[src/rtl/alu_cmd_driver.sv]
// alu_cmd_driver: valid/ready command sequencer for the 4-bit registered ALU.
// It latches one command, drives the ALU pins, waits ALU_LAT edges and then
// captures the masked result and flags. It holds the response until the host
// consumes it.
// Optional build macro ALU_DRV_CHECK_EN adds a golden-model checker. This
// checker drives a sticky err_mismatch output. Without the macro, err_mismatch
// is tied to 0.
module alu_cmd_driver #(
  parameter int ALU_LAT = 1,
  parameter int CNT_W   = 8
) (
  input  logic             clk,
  input  logic             rst_n,
  input  logic             cmd_valid,
  output logic             cmd_ready,
  input  logic [3:0]       cmd_a,
  input  logic [3:0]       cmd_b,
  input  logic [2:0]       cmd_op,
  output logic [7:0]       alu_ui_in,
  output logic [7:0]       alu_uio_in,
  input  logic [7:0]       alu_uo_out,
  input  logic [7:0]       alu_uio_out,
  output logic             rsp_valid,
  input  logic             rsp_ready,
  output logic [7:0]       rsp_result,
  output logic             rsp_carry,
  output logic             rsp_overflow,
  output logic [2:0]       rsp_op,
  output logic             busy,
  output logic [CNT_W-1:0] txn_count,
  output logic             err_mismatch
);

  localparam int WCNT_W = (ALU_LAT > 1) ? $clog2(ALU_LAT) : 1;

  typedef enum logic [1:0] {IDLE, WAIT, CAPT, RESP} state_t;

  state_t            state;
  state_t            state_nxt;
  logic [WCNT_W-1:0] wait_cnt;
  logic [2:0]        lat_op;
  logic              unused_flags;

  assign lat_op       = alu_uio_in[2:0];
  assign unused_flags = ^alu_uio_out[5:0];

  // Upper nibble is stale for ADD/SUB. The flags are stale for every other op.
  // Packed as {result[7:0], carry, overflow}.
  function automatic logic [9:0] mask_rsp(input logic [2:0] op, input logic [7:0] res,
                                          input logic c, input logic v);
    if (op < 3'd2) mask_rsp = {4'h0, res[3:0], c, v};
    else           mask_rsp = {res, 2'b00};
  endfunction

  // State register
  always_ff @(posedge clk or negedge rst_n) begin
    if (!rst_n) state <= IDLE;
    else        state <= state_nxt;
  end

  // Next-state logic: one command in flight, IDLE -> WAIT -> CAPT -> RESP
  always_comb begin
    state_nxt = state;
    case (state)
      IDLE: if (cmd_valid) state_nxt = WAIT;
      WAIT: if (wait_cnt == WCNT_W'(ALU_LAT - 1)) state_nxt = CAPT;
      CAPT: state_nxt = RESP;
      RESP: if (rsp_ready) state_nxt = IDLE;
      default: state_nxt = IDLE;
    endcase
  end

  assign cmd_ready = (state == IDLE);
  assign busy      = (state != IDLE);
  assign rsp_valid = (state == RESP);

  // Command latch, wait counter, response capture and transaction counter
  always_ff @(posedge clk or negedge rst_n) begin
    if (!rst_n) begin
      alu_ui_in    <= '0;
      alu_uio_in   <= '0;
      wait_cnt     <= '0;
      rsp_result   <= '0;
      rsp_carry    <= 1'b0;
      rsp_overflow <= 1'b0;
      rsp_op       <= '0;
      txn_count    <= '0;
    end else begin
      case (state)
        IDLE: begin
          if (cmd_valid) begin
            alu_ui_in  <= {cmd_a, cmd_b};
            alu_uio_in <= {5'b0, cmd_op};
            wait_cnt   <= '0;
          end
        end
        WAIT: wait_cnt <= wait_cnt + 1'b1;
        CAPT: begin
          {rsp_result, rsp_carry, rsp_overflow} <=
            mask_rsp(lat_op, alu_uo_out, alu_uio_out[6], alu_uio_out[7]);
          rsp_op <= lat_op;
        end
        RESP: if (rsp_ready) txn_count <= txn_count + 1'b1;
        default: ;
      endcase
    end
  end

`ifdef ALU_DRV_CHECK_EN
  logic err_q;

  // Reference ALU behaviour. Packed as {result[7:0], carry, overflow}.
  function automatic logic [9:0] golden(input logic [3:0] a, input logic [3:0] b,
                                        input logic [2:0] op);
    logic signed [4:0] sa;
    logic signed [4:0] sb;
    logic signed [4:0] ss;
    logic        [4:0] us;
    logic        [7:0] prod;
    sa     = {a[3], a};
    sb     = {b[3], b};
    ss     = '0;
    us     = '0;
    prod   = {4'h0, a} * {4'h0, b};
    golden = '0;
    case (op)
      3'd0: begin
        us     = {1'b0, a} + {1'b0, b};
        ss     = sa + sb;
        golden = {4'h0, us[3:0], us[4], ss[4] ^ ss[3]};
      end
      3'd1: begin
        us     = {1'b0, a} - {1'b0, b};
        ss     = sa - sb;
        golden = {4'h0, us[3:0], ~us[4], ss[4] ^ ss[3]};
      end
      3'd2: golden = {prod, 2'b00};
      3'd3: golden = (b == 4'h0) ? 10'h000 : {a % b, a / b, 2'b00};
      3'd4: golden = {4'h0, a & b, 2'b00};
      3'd5: golden = {4'h0, a | b, 2'b00};
      3'd6: golden = {4'h0, a ^ b, 2'b00};
      default: golden = {4'h0, ~a, 2'b00};
    endcase
  endfunction

  // Sticky flag: captured response disagrees with the reference model
  always_ff @(posedge clk or negedge rst_n) begin
    if (!rst_n) begin
      err_q <= 1'b0;
    end else if (state == CAPT) begin
      if (mask_rsp(lat_op, alu_uo_out, alu_uio_out[6], alu_uio_out[7]) !=
          golden(alu_ui_in[7:4], alu_ui_in[3:0], lat_op))
        err_q <= 1'b1;
    end
  end

  assign err_mismatch = err_q;
`else
  assign err_mismatch = 1'b0;
`endif

endmodule

[config.mk]
export PLATFORM = sky130hd
export DESIGN_NAME = alu_cmd_driver
export DESIGN_NICKNAME = d
export VERILOG_FILES = /design/src/rtl/alu_cmd_driver.sv
export SDC_FILE = /design/constraint.sdc
export NUM_CORES = 1
export LEC_CHECK = 0
export CELL_PAD_IN_SITES_DETAIL_PLACEMENT = 1
export CELL_PAD_IN_SITES_GLOBAL_PLACEMENT = 1
export CORE_MARGIN = 1.5
export CORE_UTILIZATION = 29
export CTS_BUF_LIST = sky130_fd_sc_hd__clkbuf_8
export CTS_CLUSTER_SIZE = 30
export DETAILED_ROUTE_END_ITERATION = 8
export PLACE_DENSITY_LB_ADDON = 0.1
export SETUP_SLACK_MARGIN = 0.1
export SLEW_MARGIN = 10
export SYNTH_ARGS = -nofsm -noshare
export SYNTH_HDL_FRONTEND = slang
export SYNTH_SLANG_ARGS = --single-unit
[constraint.sdc]
create_clock -name clk -period 1.35 [get_ports clk]
set_input_delay 0.3375 -clock clk [delete_from_list [all_inputs] [get_ports clk]]
set_output_delay 0.3375 -clock clk [all_outputs]
set_load 0.1 [all_outputs]
==> results.json <==
{
  "drtPass1Iterations": 4,
  "antenna_found_initial": 0,
  "initial_core_util": 0.3009,
  "setup_viol": 24,
  "holdWs_ns": 0.08929,
  "fp-row-count": 26,
  "synth_seq_cells": 35,
  "cts-buffers-inserted": 5,
  "yosys-top-cells-count": "dfrtp_1, nand2_1, mux2_2, mux2_4, inv_1",
  "fin_util": 0.5918,
  "layout-drive-gt1-share": 0.5802,
  "synth_top_area_cell": "dfrtp_1",
  "cts_tree": "done",
  "ys_seq_area_frac": 0.5663,
  "finalCriticalPeriod_ns": 1.586,
  "violations": "setup timing",
  "cp.arrival_ns": 1.25,
  "layout.cells.non_filler": 282,
  "viasPerCell": 4.355,
  "io_pins": 72,
  "place_inst": 255,
  "avgSynthCellArea_um2": 12.78,
  "fin_ws_ns": -0.2361,
  "antenna_cells": 0,
  "die-area_mm2": 0.005780,
  "clockRootBuffer": "clkbuf_8",
  "dieWidth_um": 76.03,
  "cts.sinks": 35,
  "drt_wl_total_um": 4311,
  "worst-path-max-fanout": 3,
  "async_reset_ff_frac": 1.000,
  "max-slew-margin-rel": 0.6492,
  "crit_path_end_kind": "primary output",
  "gp_congestion": 0.7521,
  "dieHeight_um": 76.03,
  "overflow": 0,
  "grt_pass1_vias": 1281,
  "final_nets": 247,
  "fin_crit_sh": 1.175,
  "yosysWarnings": 0,
  "portBuffers": 59,
  "h-tree-depth": 2,
  "tightest_slew_ns": 0.5242,
  "clock_latency_ns": 0.29,
  "cp_data_required_time_ns": 1.01,
  "vias": 1228,
  "hold_viol": 0,
  "critPathKind": "reg -> out",
  "gr-usage-all-layers": 0.1429,
  "slew_viol_final": 0,
  "min_path_type": "in -> async",
  "hold_buffers": 0,
  "area_delta_synth_final_pct": 96.68,
  "synth_cell_types": 24,
  "grt_pass1_wl_um": 6492,
  "synth_ff_type": "dfrtp_1",
  "clockBufferDepth": 2,
  "rsz0062_at_grt": "yes",
  "synth_area_leaders": "dfrtp_1, mux2_4, mux2_2",
  "start_kind": "flip-flop",
  "finClkSkew_ns": 0.007794,
  "routedWlPerCell_um": 15.29,
  "hpwl_um": 2652,
  "synth_area_mm2": 0.001546,
  "coreArea_mm2": 0.005140,
  "grt_max_degree": 36,
  "maxCapViolations": 0,
  "post-route-drc-count": 0,
  "status": "finished, violations left",
  "synth_top_area_share": 0.5663,
  "synth_most_common_cell": "dfrtp_1",
  "synth_cells": 121,
  "drtIter0Drc": 69,
  "max_freq_mhz": 630.5,
  "synth_edf_count": 0,
  "path_clk_slew_ns": 0.08,
  "ant_nets": 0
}
stage by stage:
stage	setup TNS, ns	instance area [um2]	worst slack (ns)
2_1_floorplan	-3.996	1608	-0.3603
3_3_place_gp	-2.561	2656	-0.1813
3_5_place_dp	-2.995	2656	-0.2226
4_1_cts	-3.257	2851	-0.2413
5_1_grt	-4.852	3042	-0.2970
6_report	-3.460	3042	-0.2361
path summary, 6_finish.rpt:
check	endpoint	from	slack (ns)	cells past startpoint
worst min-delay path	rsp_result[2]	rst_n	0.09	2
worst min register to register	wait_cnt	wait_cnt	0.50	1
worst max register to register	alu_uio_in[0]	state[0]	-0.21	7
worst max-delay path	busy	state[0]	-0.24	4
min in group clk	wait_cnt	wait_cnt	0.50	1
max in group asynchronous	alu_uio_in[1]	rst_n	0.90	2
area by class of cell:
type / count / area (um2)
Fill cell: 542 / 2098
Timing Repair Buffer: 87 / 1241
Sequential cell: 35 / 897.1
Multi-Input combinational cell: 73 / 696.9
Tap cell: 70 / 87.58
Clock buffer: 5 / 68.82
Inverter: 9 / 37.54
Clock inverter: 3 / 12.51
kinds of logic after synthesis:
kind of cell,Yosys count,share of synthesized area
buf+inv,18,0.06391
xor+xnor,7,0.03964
fa+ha+maj,5,0.04045
other cells,1,0.002425
mux,22,0.1828
compound gates,7,0.02588
simple gates,26,0.07848
flops,35,0.5663
state kept, by name (all words and copies together) (netlist names):
register,flops
wait_cnt,1
rsp_result,8
alu_ui_in,8
txn_count,8
alu_uio_in,3
rsp_overflow,1
rsp_op,3
rsp_carry,1
state,2
per-layer routing:
metal  up-vias  wire length [um]  GRT usage
met5         -                 0          0
li1        570                 -          -
met3         5               220    0.05269
met4         0                32    0.03889
met1       614              1718     0.1718
met2        39              2338     0.2414
placed cells by master, fill, tap and decap left out, types with 4 or more instances in the layout:
master / netlist / final
clkbuf_8: 0 / 5
buf_4: 6 / 19
inv_1: 9 / 8
mux2_2: 10 / 7
buf_6: 1 / 4
clkdlybuf4s50_1: 0 / 23
dfrtp_2: 0 / 17
xnor2_1: 5 / 5
mux2_4: 10 / 13
conb_1: 1 / 6
buf_12: 0 / 37
dfrtp_1: 35 / 18
nand2_1: 12 / 12
repair_timing:
action	in CTS	in global routing
resized for setup	5	18
pin swaps	1	4
gates cloned	1	3
setup endpoints to repair	32	54
endpoints found under the hold margin	0	0
buffers inserted	8	8
critical path, cell delays in order, from the launching register on:
cell	delay [ns]
dfrtp_1	0.42
inv_2	0.10
ha_4	0.17
clkinvlp_4	0.10
buf_12	0.17
Power is left out: the tool's default activity adds up to more than one toggle a clock period on the data nets, which glitch-free logic cannot reach.
